### src/rtl/booth_mul_iter.sv
// Iterative radix-4 Booth multiplier: one partial product per clock, N = WIDTH/2+1 digits,
// with per-operand signed/unsigned selection and valid/ready handshakes on both sides.

module booth_radix4 #(
    parameter int WIDTH = 8
) (
    input  logic [WIDTH-1:0]   b_i,
    input  logic               unsigned_i,
    output logic [WIDTH/2:0]   is_zero_o,
    output logic [WIDTH/2:0]   is_pos_one_o,
    output logic [WIDTH/2:0]   is_pos_double_o,
    output logic [WIDTH/2:0]   is_neg_one_o,
    output logic [WIDTH/2:0]   is_neg_double_o
);
    localparam int N = WIDTH / 2 + 1;

    logic             extBit;
    logic [WIDTH+2:0] bExt;

    // Two extension bits make the top digit see a non-negative value for unsigned operands.
    assign extBit = unsigned_i ? 1'b0 : b_i[WIDTH-1];
    assign bExt   = {extBit, extBit, b_i, 1'b0};

    for (genvar k = 0; k < N; k++) begin : g_digit
        logic [2:0] trip;
        assign trip               = bExt[2*k+2 -: 3];
        assign is_zero_o[k]       = (trip == 3'b000) || (trip == 3'b111);
        assign is_pos_one_o[k]    = (trip == 3'b001) || (trip == 3'b010);
        assign is_pos_double_o[k] = (trip == 3'b011);
        assign is_neg_double_o[k] = (trip == 3'b100);
        assign is_neg_one_o[k]    = (trip == 3'b101) || (trip == 3'b110);
    end
endmodule

module booth_mul_iter #(
    parameter int WIDTH = 8
) (
    input  logic                 clk_i,
    input  logic                 rst_ni,
    input  logic                 in_valid_i,
    output logic                 in_ready_o,
    input  logic [WIDTH-1:0]     a_i,
    input  logic [WIDTH-1:0]     b_i,
    input  logic                 a_unsigned_i,
    input  logic                 b_unsigned_i,
    output logic                 out_valid_o,
    input  logic                 out_ready_i,
    output logic [2*WIDTH-1:0]   product_o
);
    localparam int N  = WIDTH / 2 + 1;
    localparam int AW = 2 * WIDTH + 2;
    localparam int CW = $clog2(N + 1);

    typedef enum logic [1:0] {IDLE, CALC, DONE} state_e;

    state_e             state_q;
    logic [WIDTH-1:0]   aLat_q, bLat_q;
    logic               aUns_q, bUns_q;
    logic [AW-1:0]      acc_q, acc_d;
    logic [CW-1:0]      cnt_q;
    logic               inReady_q, outValid_q;
    logic [2*WIDTH-1:0] product_q;

    logic [N-1:0]       isZero, isPosOne, isPosDouble, isNegOne, isNegDouble;
    logic               aSign;
    logic [WIDTH+1:0]   aExt;
    logic [AW-1:0]      ppMag, pp;

`ifdef COMM_ASSERT
    if ((WIDTH % 2) != 0 || WIDTH < 4) begin : g_bad_width
        $fatal(1, "booth_mul_iter: WIDTH must be even and >= 4");
    end
`endif

    booth_radix4 #(.WIDTH(WIDTH)) u_enc (
        .b_i             (bLat_q),
        .unsigned_i      (bUns_q),
        .is_zero_o       (isZero),
        .is_pos_one_o    (isPosOne),
        .is_pos_double_o (isPosDouble),
        .is_neg_one_o    (isNegOne),
        .is_neg_double_o (isNegDouble)
    );

    assign aSign = aUns_q ? 1'b0 : aLat_q[WIDTH-1];
    assign aExt  = {aSign, aSign, aLat_q};

    // Select the current digit's multiple of A, then weight it by 4^cnt before accumulating.
    always_comb begin
        ppMag = {{(AW-WIDTH-2){aExt[WIDTH+1]}}, aExt};
        pp    = '0;
        if (isZero[cnt_q])
            pp = '0;
        else if (isPosOne[cnt_q])
            pp = ppMag;
        else if (isPosDouble[cnt_q])
            pp = ppMag << 1;
        else if (isNegOne[cnt_q])
            pp = -ppMag;
        else if (isNegDouble[cnt_q])
            pp = -(ppMag << 1);
        acc_d = acc_q + (pp << {cnt_q, 1'b0});
    end

    always_ff @(posedge clk_i or negedge rst_ni) begin
        if (!rst_ni) begin
            state_q    <= IDLE;
            aLat_q     <= '0;
            bLat_q     <= '0;
            aUns_q     <= 1'b0;
            bUns_q     <= 1'b0;
            acc_q      <= '0;
            cnt_q      <= '0;
            inReady_q  <= 1'b1;
            outValid_q <= 1'b0;
            product_q  <= '0;
        end else begin
            case (state_q)
                IDLE: begin
                    if (in_valid_i) begin
                        aLat_q    <= a_i;
                        bLat_q    <= b_i;
                        aUns_q    <= a_unsigned_i;
                        bUns_q    <= b_unsigned_i;
                        acc_q     <= '0;
                        cnt_q     <= '0;
                        inReady_q <= 1'b0;
                        state_q   <= CALC;
                    end
                end
                CALC: begin
                    acc_q <= acc_d;
                    cnt_q <= cnt_q + 1'b1;
                    if (cnt_q == CW'(N - 1)) begin
                        product_q  <= acc_d[2*WIDTH-1:0];
                        outValid_q <= 1'b1;
                        state_q    <= DONE;
                    end
                end
                DONE: begin
                    if (out_ready_i) begin
                        outValid_q <= 1'b0;
                        inReady_q  <= 1'b1;
                        state_q    <= IDLE;
                    end
                end
                default: state_q <= IDLE;
            endcase
        end
    end

`ifdef COMM_ASSERT
    for (genvar k = 0; k < N; k++) begin : g_onehot
        always_ff @(posedge clk_i) begin
            if (rst_ni)
                assert ($onehot({isZero[k], isPosOne[k], isPosDouble[k], isNegOne[k], isNegDouble[k]}))
                else $error("booth_mul_iter: digit %0d flags not one-hot", k);
        end
    end
`endif

    assign in_ready_o  = inReady_q;
    assign out_valid_o = outValid_q;
    assign product_o   = product_q;
endmodule

### config.mk
export PLATFORM = sky130hd
export DESIGN_NAME = booth_mul_iter
export DESIGN_NICKNAME = d
export VERILOG_FILES = /design/src/rtl/booth_mul_iter.sv
export SDC_FILE = /design/constraint.sdc
export NUM_CORES = 1
export LEC_CHECK = 0
export ABC_AREA = 1
export CORE_ASPECT_RATIO = 1.1
export CORE_UTILIZATION = 45
export DETAILED_ROUTE_END_ITERATION = 10
export GPL_ROUTABILITY_DRIVEN = 0
export PLACE_DENSITY_LB_ADDON = 0.2
export SKIP_LAST_GASP = 1
export SLEW_MARGIN = 0
export SYNTH_ARGS = -nofsm -noshare
export SYNTH_HDL_FRONTEND = slang
export SYNTH_HIERARCHICAL = 1
export SYNTH_SLANG_ARGS = --single-unit
### constraint.sdc
create_clock -name clk_i -period 5.4 [get_ports clk_i]
set_input_delay 0.54 -clock clk_i [delete_from_list [all_inputs] [get_ports clk_i]]
set_output_delay 0.54 -clock clk_i [all_outputs]
set_load 0.02 [all_outputs]
==> Word level (Yosys, flattened, before mapping) <==
Cells that the tools add are included.
{ "totals": {"reg_bits": 59, "latchBits": 0, "ram_bits": 0, "rom_bits": 0, "in_bits": 22, "elab_cells": 111, "mem_count": 0} }
{ "classes": {"add_sub_neg": 4, "n_mul": 0, "div_mod_pow": 0, "order_cmp": 1, "n_eq_ne": 37, "shifts": 1, "mux": 31, "bitwise_logic": 0, "reduce_logical": 27} }
{ "ops": {"columns": ["op", "n"], "rows": [
  ["2-to-1 mux 18 bit", 6],
  ["== test 3 bit (second input constant)", 17],
  ["negator 18 bit", 2],
  ["one-hot mux 18 bit (2 select lines)", 1],
  ["== test 3 x 2 -> 1 bit (second input constant)", 8],
  ["adder 18 bit", 1],
  ["<< shifter 18 x 4 -> 18 bit", 1],
  ["binary-select mux 1 bit (select 3 bit)", 5],
  ["logical NOT 3 bit", 5],
  ["== test 3 x 1 -> 1 bit (second input constant)", 4],
  ["logical OR 1 bit", 12],
  ["2-to-1 mux 1 bit", 11],
  ["AND reduction 3 bit", 3],
  ["== test 2 bit (second input constant)", 3],
  ["2-to-1 mux 2 bit", 3],
  ["!= test 2 bit (second input constant)", 3],
  ["one-hot mux 2 bit (3 select lines)", 1],
  ["one-hot mux 3 bit (2 select lines)", 1],
  ["AND reduction 2 bit", 3],
  ["nonzero test 2 bit", 3],
  ["== test 2 x 1 -> 1 bit (second input constant)", 2],
  ["less-than comparator 3 x 4 -> 1 bit (second input constant)", 1],
  ["one-hot mux 1 bit (2 select lines)", 2],
  ["adder 3 x 1 -> 3 bit (second input constant)", 1],
  ["other kinds (2)", 2]
]} }

==> Depth between registers and ports, before layout <==
{ "depth": {"depth_word": 12, "ltp_mapped": 33} }

==> Cells and area by module <==
Netlist, hierarchy kept.
{ "modules_own_cells": {"columns": ["module", "n_inst", "cells_each", "area_per_inst_um2", "seq_area_each_um2"], "rows": [
  ["booth_mul_iter", 1, 564, 4088.9, 1427.6],
  ["booth_radix4", 1, 59, 270.3, 0.0]
]} }

==> Worst setup path before layout <==
OpenSTA, ideal clock, no wires.
{ "synth_path": {"kind": "reg-to-reg", "startpoint": "reg bLat_q[5]", "endpoint": "reg product_q[15] (netlist: product_o[15])", "t_arrival_ps": 3255, "required_ps": 5283, "setup_slack_ps": 2029, "stages_incl_launch_ff": 32, "path_buffers": 1, "cell_sequence": "dfrtp_1 -> buf_4 -> nand2_1 -> nand2_1 -> nor2_1 -> nand2_1 -> nand3_1 -> nand3_1 -> nand2_2 -> inv_2 -> o21ai_0 -> inv_1 -> o21ai_0 -> o21ai_0 -> nand2_1 -> nand2_1 -> nand2_1 -> o21ai_0 -> o21ai_0 -> ha_1 -> a21oi_1 -> o21ai_0 -> a211oi_1 -> nand2_1 -> nand2_1 -> a21boi_0 -> nor2_1 -> inv_1 -> nand2_1 -> nand2_1 -> nand2_1 -> nand2_1"} }
{ "synth_between": {"elab_chain_len": 10, "elab_cells_between_ends": 39} }
{ "synth_lines": {"columns": ["element", "line_no", "rtl"], "rows": [
  ["start, declared", "57", "logic [WIDTH-1:0] aLat_q, bLat_q;"],
  ["start signal, assigned", "122", "bLat_q <= b_i;"],
  ["== test 3 bit", "31", "assign is_neg_one_o[k] = (trip == 3'b101) || (trip == 3'b110);"],
  ["logical OR 1 bit *", "31", null],
  ["named net isNegOne[3]", "64", "logic [N-1:0] isZero, isPosOne, isPosDouble, isNegOne, isNegDouble;"],
  ["binary-select mux 1 bit (select 3 bit) *", "98", "else if (isNegOne[cnt_q])"],
  ["2-to-1 mux 1 bit (not written as such) *", "98", null],
  ["2-to-1 mux 18 bit *", "98", null],
  ["2-to-1 mux 18 bit *", "96", "else if (isPosDouble[cnt_q])"],
  ["2-to-1 mux 18 bit *", "94", "else if (isPosOne[cnt_q])"],
  ["2-to-1 mux 18 bit *", "92", "if (isZero[cnt_q])"],
  ["<< shifter 18 x 4 -> 18 bit *", "102", "acc_d = acc_q + (pp << {cnt_q, 1'b0});"],
  ["adder 18 bit *", "102", null],
  ["end signal, assigned", "135", "product_q <= acc_d[2*WIDTH-1:0];"],
  ["end, declared", "62", "logic [2*WIDTH-1:0] product_q;"]
]} }
Mark *: on every way through the listed nets, which the timed path passes. The rest lies on a longest branch. The select of a mux whose other input is x is not followed.
A chain may end at the register's enable or synchronous reset.

==> Worst setup path after layout <==
{ "layout_path": {"startpoint": "reg cnt_q[0]", "endpoint": "reg product_q[15] (netlist: product_o[15])"} }
{ "layout_between": {"elab_chain_len": 9, "elab_cells_between_ends": 19} }
{ "layout_lines": {"columns": ["element", "line_no", "rtl"], "rows": [
  ["start, declared", "60", "logic [CW-1:0] cnt_q;"],
  ["start signal, assigned", "133", "cnt_q <= cnt_q + 1'b1;"],
  ["binary-select mux 1 bit (select 3 bit)", "100", "else if (isNegDouble[cnt_q])"],
  ["2-to-1 mux 1 bit (not written as such)", "100", null],
  ["2-to-1 mux 18 bit", "100", null],
  ["2-to-1 mux 18 bit", "98", null],
  ["2-to-1 mux 18 bit", "96", null],
  ["2-to-1 mux 18 bit", "94", null],
  ["2-to-1 mux 18 bit", "92", null],
  ["<< shifter 18 x 4 -> 18 bit", "102", null],
  ["adder 18 bit", "102", null]
]} }
Parallel ways exist; a longest one is shown, timed or not. The select of a mux whose other input is x is not followed.

==> key figures <==
Outcome
  – Status: finished clean

Yosys
  – Post-synthesis simple-gate area fraction: around a third
  – Post-synthesis xor/xnor area fraction: between 2 and 2.5%
  – Flop and latch count out of synthesis: between 50 and 60
  – Adder-Cell Fraction of Synth Area: between 6 and 7%
  – Count of cell types in the netlist: 44
  – Post-synthesis compound-gate area fraction: between 15 and 20%
  – Top_reg_cell synth: dfrtp_1
  – Main combinational cell family by area after synthesis: simple AND/OR/NAND/NOR gates
  – Multiplexer share of the synthesized area: 0%
  – Total number of yosys warnings: 6
  – Syn_area_per_cell: around 7.0 um^2
  – Register area share after synthesis: between 30% and 40%
  – Fraction of registers with async set/reset: 100%
  – Synth Instances: just over 600
  – Post-synth EDFFs: 0
  – Mapped Area: roughly 4400 um^2

Floorplan
  – Core ar.: approximately 9400 um^2
  – # rows: 37
  – Chip height: 105 um
  – Initial Util: 46.4%
  – Die area: a little over 10000 um^2
  – I/O pins: 40
  – Die X: 95.8 um

Timing
  – Final setup vio count: 0
  – Hold Fails Final Rpt: 0
  – Slew HR: approximately two fifths
  – Worst-margin pin slew: approximately 0.90 ns
  – RSZ-0062 raised after global routing: false
  – Final setup skew: approximately 0.015 ns
  – Setup_tns: 0 ns
  – Worst hold slack: ~0.34 ns
  – Slew Viols, Final: 0
  – Crit share post-route: 88.8%
  – Setup slack after layout: roughly 0.60 ns
  – Crit path time final: about 4.8 ns
  – Fmax: 209 MHz

CTS
  – # Post-CTS Setup Buffers: 0
  – CTS root buf: clkbuf_8
  – CTS Hold Bufs: 0
  – H-tree depth: 3
  – Clock Pin Slew Worst Setup and Hold Paths: around 0.08 ns
  – Clk buf depth: 2
  – Count of cells resized by post-cts repair: 0
  – Clk Latency, worst-skew pair: ~0.34 ns
  – CTS sink cnt: 57
  – Total CTS buffers: 9
  – CTS tree: yes

Finish
  – Share of layout cells above drive strength 1: between 9 and 10%
  – Layout area overhead: 13.2%
  – Ant diodes: 0
  – Filler cells: 982
  – Commonest non-fill, non-tap cell in the layout: nand2_1
  – Most frequent cells in the layout: 214 x nand2_1, 56 x dfrtp_1, 53 x nand3_1
  – Fin nets: around 690

Critical path
  – CP max FO: 26
  – Worst path bufs/invs: 3
  – WS Path Type: register to register
  – Req. time, crit path: 5.63 ns
  – Worst setup SP type: register
  – CP startpoint: cnt_q[0]
  – Crit-path leading delay family: compound AO/OA/AOI/OAI gates
  – WP depth: 25
  – CP peak stage delay: approximately 0.94 ns
  – Reg2Reg Setup Slack: 0.60 ns
  – Critical Path End Type: register
  – Critical Path AT: 5.03 ns
  – Most used cell, CP: nand2_1
  – FF-to-FF path depth: 25
  – Reg2Reg Launch Point: cnt_q[0]
  – CP max-delay cell: dfrtp_1

Route
  – Drt pass-1 iters: 6
  – Residual DRC: 0
  – DR vias: about 4000
  – Routed WL: roughly 11000 um
  – Routed Antenna Nets: 0
  – Via density: about 5.3
  – Iter 0 DRT Violations: 208
  – Wirelength per Cell: 14.3 um

Placement
  – Hpwl dp: about 8200 um
  – Port bufs: 39
  – Post-Place Setup Slack: between 0.7 and 0.8 ns

Global routing
  – Initial antenna violation count: 0
  – Number of global-route vias before repair: roughly 4000
  – Gr ovfl total: 0
  – First-pass GRT wire length: 18600 um
  – Tot GR Track Use: 23.8%
  – Largest net degree at the start of global routing: 58

Hold path
  – Worst Hold Class: primary input to asynchronous set/reset pin

Flow run
  – Max-Cap Viols: 0
routing by layer:
| metal | part of all wire [%] | routed length (um) | vias to the layer above | global-route usage, % |
|---|---|---|---|---|
| met5 | 0 | 0 | - | 0 |
| met4 | 3.3 | 364 | 0 | 9.59 |
| met3 | 3.3 | 363 | 28 | 3.97 |
| met2 | 49 | 5420 | 100 | 40.1 |
| met1 | 44 | 4910 | 1897 | 29.8 |
| li1 | - | - | 2079 | - |
state kept, by name, indices dropped and copies added (netlist names):
name	flops
aLat_q	8
state_q	2
cnt_q	3
in_ready_o	1
product_o	16
acc_q	16
out_valid_o	1
aUns_q	1
bLat_q	8
bUns_q	1
final timing paths:
| kind | endpoint |
|---|---|
| setup / recovery | product_o[15] |
| hold / removal | product_o[7] |
| setup reg to reg | product_o[15] |
| hold reg to reg | in_ready_o |
| max in group asynchronous | acc_q[14] |
| min in group clk_i | in_ready_o |
stage by stage:
| step | util (%) | std cells | cell area, um^2 |
|---|---|---|---|
| finish | 52.5 | 773 | 4930 |
| detailed placement | 50.2 | 757 | 4720 |
| global route | 52.5 | 773 | 4930 |
| global placement | 50.2 | 757 | 4720 |
| floorplan | - | 626 | 4370 |
| CTS | 52.5 | 773 | 4930 |
kinds of logic (layout without fill, tap and decap cells):
logic type	count (synthesis)	count (layout)
AO/OA/AOI/OAI	111	111
XOR/XNOR	12	12
adder cells (fa/ha/maj)	21	21
buffers and inverters	86	116
flip-flops	57	57
other	1	4
AND/OR/NAND/NOR	335	335
worst register-to-register path: cells and delay by family (launching register included):
kind                       cells  cell delay [ns]
AOI/OAI and AO/OA              9             1.80
and+or+nand+nor               12             1.12
buffers and inverters          3             0.45
adders and majority gates      1             0.36
DFF                            1             0.94
synthesized netlist by cell type (3+ instances only):
cell | count | area, um^2
buf_4 | 12 | 90.1
inv_2 | 7 | 26.3
inv_1 | 47 | 176
a21oi_2 | 6 | 52.6
buf_6 | 5 | 56.3
o211ai_1 | 3 | 22.5
o21ai_0 | 52 | 260
a31oi_1 | 3 | 18.8
nand3_1 | 53 | 265
nor2_2 | 5 | 31.3
nor2_1 | 32 | 120
clkbuf_1 | 7 | 26.3
nand2_2 | 6 | 37.5
nand2_1 | 214 | 803
o21ai_1 | 6 | 30.0
ha_1 | 20 | 250
dfrtp_1 | 56 | 1400
xnor2_1 | 7 | 61.3
xor2_1 | 5 | 43.8
a21oi_1 | 27 | 135
inv_4 | 3 | 18.8
nand3_2 | 11 | 110
nor3_1 | 6 | 30.0
nand2_4 | 3 | 33.8
a21o_1 | 3 | 22.5
layout make-up:
class	count	area [um^2]	area share, %
clock buffers	9	124	2.51
clock inverters	7	95.1	1.93
inverters	59	229	4.64
multi-input cells	483	2510	50.9
flip-flops and latches	57	1430	28.9
well taps	117	146	2.97
repair buffers	41	400	8.11
Power is left out: the tool's default activity adds up to more than one toggle a clock period on the data nets, which glitch-free logic cannot reach.
